===== src/rtl/spi_xfer_arbiter.sv =====
// Purpose : round-robin arbiter sharing one SPI byte engine among NREQ requesters;
//           the owner's cs_n is held low for its whole multi-byte transaction.
// Latency : req -> gnt/cs_n low next cycle -> tx_ready CS_SETUP cycles later; one byte per engine spi_done.
// Backpressure: tx_ready only to the owner in LOAD (stalls indefinitely on tx_valid); START waits for !spi_busy.
// Ports   : req/req_len/tx_data/tx_valid/tx_ready  - requester side (slice i = requester i)
//           gnt/xfer_done/rx_data/rx_valid/rx_last - grant, completion and received-byte return
//           cs_n                                   - per-device chip selects toward the pads
//           spi_start/spi_tx_data/spi_busy/spi_done/spi_rx_data - byte engine handshake
module spi_xfer_arbiter #(
  parameter int NREQ     = 4,
  parameter int LEN_W    = 4,
  parameter int CS_SETUP = 2,
  parameter int CS_HOLD  = 2,
  parameter int CS_IDLE  = 2
) (
  input  logic                    clk,
  input  logic                    rst,
  input  logic [NREQ-1:0]         req,
  input  logic [NREQ*LEN_W-1:0]   req_len,
  input  logic [NREQ*8-1:0]       tx_data,
  input  logic [NREQ-1:0]         tx_valid,
  output logic [NREQ-1:0]         tx_ready,
  output logic [NREQ-1:0]         gnt,
  output logic [NREQ-1:0]         xfer_done,
  output logic [7:0]              rx_data,
  output logic                    rx_valid,
  output logic                    rx_last,
  output logic [NREQ-1:0]         cs_n,
  output logic                    spi_start,
  output logic [7:0]              spi_tx_data,
  input  logic                    spi_busy,
  input  logic                    spi_done,
  input  logic [7:0]              spi_rx_data
);

  localparam int IDX_W = (NREQ > 1) ? $clog2(NREQ) : 1;
  localparam int TMR_W = 8;

  typedef enum logic [2:0] {
    S_IDLE, S_SETUP, S_LOAD, S_START, S_WAIT, S_HOLD, S_RELEASE
  } state_t;

  state_t             state_q;
  logic [IDX_W-1:0]   ptr_q;
  logic [IDX_W-1:0]   owner_q;
  logic [LEN_W-1:0]   cnt_q;
  logic [TMR_W-1:0]   tmr_q;
  logic [NREQ-1:0]    gnt_q;
  logic [NREQ-1:0]    cs_n_q;
  logic [NREQ-1:0]    tx_ready_q;
  logic [NREQ-1:0]    xfer_done_q;
  logic [7:0]         rx_data_q;
  logic               rx_valid_q;
  logic               rx_last_q;
  logic               spi_start_q;
  logic [7:0]         spi_tx_data_q;

  logic               any_req_d;
  logic [IDX_W-1:0]   sel_d;
  logic [IDX_W-1:0]   cand;
  logic [NREQ-1:0]    sel_oh;
  logic [NREQ-1:0]    owner_oh;

  // Search starts just after the last winner, so a requester that re-asserts
  // immediately goes behind everyone already pending.
  always_comb begin
    any_req_d = 1'b0;
    sel_d     = '0;
    cand      = '0;
    for (int k = 1; k <= NREQ; k++) begin
      cand = IDX_W'((int'(ptr_q) + k) % NREQ);
      if (!any_req_d && req[cand]) begin
        any_req_d = 1'b1;
        sel_d     = cand;
      end
    end
  end

  assign sel_oh   = NREQ'(1) << sel_d;
  assign owner_oh = NREQ'(1) << owner_q;

  always_ff @(posedge clk) begin
    if (rst) begin
      state_q       <= S_IDLE;
      ptr_q         <= IDX_W'(NREQ - 1);
      owner_q       <= '0;
      cnt_q         <= '0;
      tmr_q         <= '0;
      gnt_q         <= '0;
      cs_n_q        <= '1;
      tx_ready_q    <= '0;
      xfer_done_q   <= '0;
      rx_data_q     <= '0;
      rx_valid_q    <= 1'b0;
      rx_last_q     <= 1'b0;
      spi_start_q   <= 1'b0;
      spi_tx_data_q <= '0;
    end else begin
      // single-cycle pulses
      spi_start_q <= 1'b0;
      rx_valid_q  <= 1'b0;
      rx_last_q   <= 1'b0;
      xfer_done_q <= '0;
      case (state_q)
        S_IDLE: begin
          if (any_req_d) begin
            owner_q <= sel_d;
            ptr_q   <= sel_d;
            cnt_q   <= req_len[int'(sel_d)*LEN_W +: LEN_W];
            gnt_q   <= sel_oh;
            cs_n_q  <= ~sel_oh;
            tmr_q   <= '0;
            state_q <= S_SETUP;
          end
        end
        S_SETUP: begin
          if (tmr_q == TMR_W'(CS_SETUP - 1)) begin
            tmr_q      <= '0;
            tx_ready_q <= owner_oh;
            state_q    <= S_LOAD;
          end else begin
            tmr_q <= tmr_q + TMR_W'(1);
          end
        end
        S_LOAD: begin
          if (tx_valid[owner_q]) begin
            spi_tx_data_q <= tx_data[int'(owner_q)*8 +: 8];
            tx_ready_q    <= '0;
            state_q       <= S_START;
          end
        end
        S_START: begin
          if (!spi_busy) begin
            spi_start_q <= 1'b1;
            state_q     <= S_WAIT;
          end
        end
        S_WAIT: begin
          if (spi_done) begin
            rx_data_q  <= spi_rx_data;
            rx_valid_q <= 1'b1;
            rx_last_q  <= (cnt_q == '0);
            if (cnt_q != '0) begin
              cnt_q      <= cnt_q - LEN_W'(1);
              tx_ready_q <= owner_oh;
              state_q    <= S_LOAD;
            end else begin
              tmr_q   <= '0;
              state_q <= S_HOLD;
            end
          end
        end
        S_HOLD: begin
          if (tmr_q == TMR_W'(CS_HOLD - 1)) begin
            tmr_q       <= '0;
            cs_n_q      <= '1;
            xfer_done_q <= owner_oh;
            state_q     <= S_RELEASE;
          end else begin
            tmr_q <= tmr_q + TMR_W'(1);
          end
        end
        S_RELEASE: begin
          // gnt stays with the owner until the idle gap has elapsed
          if (tmr_q == TMR_W'(CS_IDLE - 1)) begin
            tmr_q   <= '0;
            gnt_q   <= '0;
            state_q <= S_IDLE;
          end else begin
            tmr_q <= tmr_q + TMR_W'(1);
          end
        end
        default: state_q <= S_IDLE;
      endcase
    end
  end

  assign tx_ready    = tx_ready_q;
  assign gnt         = gnt_q;
  assign xfer_done   = xfer_done_q;
  assign rx_data     = rx_data_q;
  assign rx_valid    = rx_valid_q;
  assign rx_last     = rx_last_q;
  assign cs_n        = cs_n_q;
  assign spi_start   = spi_start_q;
  assign spi_tx_data = spi_tx_data_q;

endmodule


===== config.mk =====
export PLATFORM = sky130hd
export DESIGN_NAME = spi_xfer_arbiter
export DESIGN_NICKNAME = d
export VERILOG_FILES = /design/src/rtl/spi_xfer_arbiter.sv
export SDC_FILE = /design/constraint.sdc
export NUM_CORES = 1
export LEC_CHECK = 0
export ABC_AREA = 1
export CORE_UTILIZATION = 40
export CTS_BUF_LIST = sky130_fd_sc_hd__clkbuf_8
export DETAILED_ROUTE_END_ITERATION = 7
export MAX_ROUTING_LAYER = met4
export PLACE_DENSITY = 0.74
export REMOVE_ABC_BUFFERS = 1
export SLEW_MARGIN = 20
export SYNTH_ARGS = -nofsm -noshare
export SYNTH_HDL_FRONTEND = slang
export SYNTH_SLANG_ARGS = --single-unit
export TNS_END_PERCENT = 30

===== constraint.sdc =====
create_clock -name clk -period 2.2 [get_ports clk]
set_input_delay 0.44 -clock clk [delete_from_list [all_inputs] [get_ports clk]]
set_output_delay 0.44 -clock clk [all_outputs]
set_load 0.01 [all_outputs]

* Word-level counts from Yosys, hierarchy flattened
Cells that the tools add are included.
** Storage, ports and cells
- RAM bits :: 0
- Flip-flop bits (word level) :: 54
- Bits in latches :: 0
- Logic and storage cells :: 128
- Memories :: 0
- ROM bits :: 0
- Output and inout port bits :: 35
** Operators by class
- Add/subtract/negate cells :: 6
- Multiplexer cells :: 49
- Shift operators :: 4
- $lt $le $gt $ge :: 5
- Div/mod/pow operators :: 0
- Equal/unequal tests :: 16
- Bitwise operators :: 6
- Reduce and logical (&&, ||, !) cells :: 28
- Multiply operators :: 0
** Operators with widths (number)
- two-way mux 4 bit :: 11
- two-way mux 8 bit :: 4
- indexed part select 32 x 6 -> 8 bit :: 1
- two-way mux 3 bit :: 8
- one-hot mux 4 bit (2 select lines) :: 3
- one-hot mux 8 bit (3 select lines) :: 1
- one-hot mux 3 bit (7 select lines) :: 1
- != test 2 bit, second input constant :: 9
- indexed part select 16 x 5 -> 4 bit :: 1
- less-than comparator 2 x 3 -> 1 bit, second input constant :: 5
- one-hot mux 4 bit (3 select lines) :: 1
- two-way mux 1 bit :: 11
- binary-select mux 1 bit (select 2 bit) :: 5
- == test 3 bit, second input constant :: 3
- OR reduction 3 bit :: 3
- adder 8 x 1 -> 8 bit, second input constant :: 1
- == test 8 x 1 -> 1 bit, second input constant :: 1
- two-way mux 2 bit :: 4
- AND reduction 4 bit :: 2
- left shift 1 x 2 -> 4 bit, first input constant :: 2
- AND reduction 7 bit :: 1
- == test 3 x 2 -> 1 bit, second input constant :: 2
- AND reduction 2 bit :: 3
- AND reduction 3 bit :: 2
- 15 further kinds :: 29

* Logic depth before layout (Yosys ltp)
- Depth after elaboration :: 17
- Gate-level depth with buffers :: 17

* Worst setup path before layout
Ideal clock, no wire load.
- Path type :: flip-flop to flip-flop
- From :: register ptr_q[0]
- To :: register tmr_q[7]
- Library setup time :: 129 ps
- Cell stages (with the launch flop) :: 15
- Arrival time :: 1540 ps
- Period minus slack after synthesis :: 1670 ps
- Setup slack :: 530 ps
- Path through :: dfxtp_1 > buf_6 > inv_6 > nand2_2 > nand2_2 > nand2_1 > inv_1 > nor2_1 > nand3_4 > inv_4 > nand2_4 > nand2_4 > buf_6 > o21ai_1 > nor3b_2
** On the way
- Word-level cells in the longest chain between the ends :: 15
- Elaborated cells on any way between the ends :: 24
** RTL lines
- start: declaration :: RTL line 44 : logic [IDX_W-1:0] ptr_q;
- start signal: assignment :: RTL line 85 : ptr_q <= IDX_W'(NREQ - 1);
- start signal: assignment :: RTL line 108 : ptr_q <= sel_d;
- adder 2 x 1 -> 2 bit :: RTL line 71 : cand = IDX_W'((int'(ptr_q) + k) % NREQ);
- binary-select mux 1 bit (select 2 bit) :: RTL line 72 : if (!any_req_d && req[cand]) begin
- two-way mux 1 bit (implied by the code) :: RTL line 72
- two-way mux 1 bit :: RTL line 72
- zero test 1 bit :: RTL line 72
- logical AND 1 bit :: RTL line 72
- two-way mux 1 bit :: RTL line 72
- zero test 1 bit :: RTL line 72
- logical AND 1 bit :: RTL line 72
- two-way mux 1 bit :: RTL line 72
- zero test 1 bit :: RTL line 72
- logical AND 1 bit :: RTL line 72
- two-way mux 1 bit * :: RTL line 72
- != test 2 bit (no line) *
- AND reduction 4 bit (no line) *
- end signal: assignment :: RTL line 122 : tmr_q <= tmr_q + TMR_W'(1);
- end signal: assignment :: RTL line 160 : tmr_q <= tmr_q + TMR_W'(1);
- end signal: assignment :: RTL line 170 : tmr_q <= tmr_q + TMR_W'(1);
- end: declaration :: RTL line 47 : logic [TMR_W-1:0] tmr_q;
Every way passes the cells marked *; elsewhere a longest branch is shown, timed or not. The select of a mux whose other input is x is not followed.
A chain may end at the register's enable or synchronous reset.

* Worst setup path after layout
- From :: input req[2]
- To :: register cnt_q[3]
** On the way
- Word-level cells in the longest chain between the ends :: 15
- Elaborated cells on any way between the ends :: 27
** RTL lines
- start: declaration :: RTL line 18 : input logic [NREQ-1:0] req,
- binary-select mux 1 bit (select 2 bit) :: RTL line 72
- two-way mux 1 bit (implied by the code) :: RTL line 72
- two-way mux 1 bit :: RTL line 72
- zero test 1 bit :: RTL line 72
- logical AND 1 bit :: RTL line 72
- two-way mux 1 bit :: RTL line 72
- zero test 1 bit :: RTL line 72
- logical AND 1 bit :: RTL line 72
- two-way mux 1 bit :: RTL line 72
- zero test 1 bit :: RTL line 72
- logical AND 1 bit :: RTL line 72
- two-way mux 2 bit :: RTL line 72
- indexed part select 16 x 5 -> 4 bit :: RTL line 109 : cnt_q <= req_len[int'(sel_d)*LEN_W +: LEN_W];
- two-way mux 4 bit :: RTL line 106 : if (any_req_d) begin
- one-hot mux 4 bit (2 select lines) :: RTL line 104 : case (state_q)
- end signal: assignment :: RTL line 109
- end signal: assignment :: RTL line 144 : cnt_q <= cnt_q - LEN_W'(1);
- end: declaration :: RTL line 46 : logic [LEN_W-1:0] cnt_q;
Several ways; a longest one is shown, not always the timed one. The select of a mux whose other input is x is not followed.

==> results_dict.tcl <==
set metrics [dict create \
    outcome "finished, final reports clean" \
    worst_slew_pin_slew_ps 451 \
    place_area_um2 4220 \
    yosysMostFrequentCell "nand2_1" \
    wl_um 7820 \
    synth_common_cells "89 x nand2_1, 54 x dfxtp_1, 40 x a21oi_1" \
    core-area_um2 7250 \
    path_class "primary input to register" \
    grt_usage_pct 21.6 \
    max_cap_violations 0 \
    slew_headroom_pct 69.9 \
    crit_chain "clkdlybuf4s50_1 > nand2_1 > nand2_2 > nand2_2 > nand2_4 > nand2_2 > nand3_2 > nand2_2 > nor2_4 > nand2_1 > a21oi_1 > o21ai_1 > a21oi_1" \
    die_w_um 88.8 \
    dp_hpwl_um 6070 \
    clk_path_buf_depth 2 \
    p_per_area_nw_per_um2 1200 \
    synth-edff-count 0 \
    critPathMaxFanout 9 \
    grt-ovfl-total 0 \
    path_clk_slew_ps 100 \
    fin_crit_ps 1940 \
    syn_inst 408 \
    vias_per_cell 4.99 \
    maxSlewViolCount 0 \
    peakVddDrop_v 0.000501 \
    grt_pass1_vias 2995 \
    ctsHoldBuffers 0 \
    dr.pass1.iters 4 \
    use_met1_pct 24.2 \
    rsz0062_at_grt "false" \
    vias 3101 \
    netlist_top_cells_area "dfxtp_1 36%, nand2_1 11%, a21oi_1 6.6%, nand3_1 4.5%, inv_1 3.7%" \
    start_kind "primary input" \
    antenna_found_initial 0 \
    clk_latency_ps 320 \
    slowest_delay_ps 520 \
    syn-cell-area_um2 3020 \
    drive_gt1_share_pct 16.7 \
    grt_max_degree 30 \
    setup_violations 0 \
    synthDominantCellAreaShare_pct 35.8 \
    cts_root_buffer "clkbuf_8" \
    end_kind "register" \
    critPathRequiredTime_ps 2450 \
    io_buffers 102 \
    ys_seq_elements 54 \
    die_h_um 88.8 \
    cts.sinks 54 \
    initial_core_util_pct 41.6 \
    die_area_um2 7890 \
    grt-busiest-layer "met2" \
    htreeDepth 2 \
    slowest_stage "clkdlybuf4s50_1" \
    fin_crit_sh_pct 88.3 \
    leakage_nw 1.72 \
    postRouteAntennaNets 0 \
    final_cell_count_no_fill 621 \
    fin_util_pct 59.8 \
    drcViolationCount 0 \
    synth_cell_type_count 41 \
    grt_pass1_wl_um 12900 \
    final_nets 592 \
    drt-initial-drc-count 111 \
    hold_viol 0 \
    area_growth_syn_to_layout_pct 43.9 \
    ys.warnings.count 0 \
    crit_path_frequent_cell "nand2_2" \
    cts_tree "built" \
    worstPathArrival_ps 2190 \
    post_drt_wl_per_cell_um 12.6 \
    place_inst 613 \
    synthFlopType "dfxtp_1" \
    ios 103 \
    use_met3_pct 3.82 \
    ys_seq_area_share_pct 35.8 \
    hold_path_class "register to register" \
    synth_top_area_cell "dfxtp_1" \
    hold_ws_ps 463 \
    cts_buffers 5 \
    final_area_um2 4340 \
    diodes 0 \
    async_flop_share_pct 0 \
    clock_skew_ps 12.2 \
    syn_avg_cell_area_um2 7.39 \
    routabilityCongestion 0.930 \
    grtUsageMet2_pct 39.8 \
    fp-row-count 31 \
    fmax_ghz 0.515 \
]
[placed cells by master (no fill, tap or decap), types with 11 or more instances in the layout]
cell and n:
clkdlybuf4s50_1 102, nand2_1 89, dfxtp_1 53, a21oi_1 40, inv_1 30, nand3_1 27, nor2_1 21, o21ai_0 21
nand2_2 17, buf_4 15, nor3_1 12, inv_2 11
[metal layers]
metal | vias to the layer above | part of all wire, % | wire [µm]
met2 | 90 | 50 | 3880
met3 | 2 | 4.7 | 366
met1 | 1404 | 45 | 3540
li1 | 1605 | - | -
met5 | - | 0 | 0
met4 | 0 | 0.51 | 40
[worst paths after layout]
path         depth (start not counted)          to       start  slack, ps
max                                 13    cnt_q[3]      req[2]        260
max reg2reg                         14    cnt_q[3]    ptr_q[1]        300
min                                  2  rx_data[0]  rx_data[0]        460
min reg2reg                          2  rx_data[0]  rx_data[0]        460
[layout make-up]
cell class                 count  area (µm²)
tap                           99         124
timing repair buffer         118        1150
sequential                    54        1080
clock inverter                 3        47.5
clock buffer                   5        68.8
fill                         683        2910
multi-input combinational    297        1690
inverter                      45         179
[flip-flops by register name, summed over array words and instances, names as in the netlist, 2 cells and up]
name,cells
cnt_q,4
tmr_q,8
spi_tx_data,8
cs_n,4
state_q,3
rx_data,8
ptr_q,2
tx_ready,4
gnt,4
xfer_done,4
owner_q,2
[power breakdown]
group	switching (mW)	internal [mW]
clock network	0.346	0.348
logic	1.81	1.31
registers	0.189	1.19
total	2.34	2.85
[critical path, delay by kind of cell]
kind / cells / cell delay, ps
buffers and inverters: 1 / 520
AND/OR/NAND/NOR: 9 / 890
AO/OA/AOI/OAI: 3 / 350
[kinds of logic after synthesis]
| group | share of synthesized area [%] |
|---|---|
| simple gates | 34.2 |
| compound gates | 20.1 |
| buf+inv | 8.29 |
| flops | 35.8 |
| fa+ha+maj | 1.24 |
| xor+xnor | 0.290 |
[per-stage QoR]
stage | setup TNS [ps] | total power [mW] | worst slack (ps)
global placement | -65.9 | 4.45 | -25.9
global route | 0 | 5.65 | 83.9
CTS | 0 | 5.23 | 190
finish | 0 | 5.19 | 257
floorplan | 0 | 3.46 | 419
detailed placement | -609 | 4.53 | -79.8
[repair_timing]
item	CTS	global route
buffers inserted	0	0
hold endpoints to repair	0	0
endpoints found under the setup margin	0	2
resized for setup	0	1
Power figures use the tool's default switching activity.
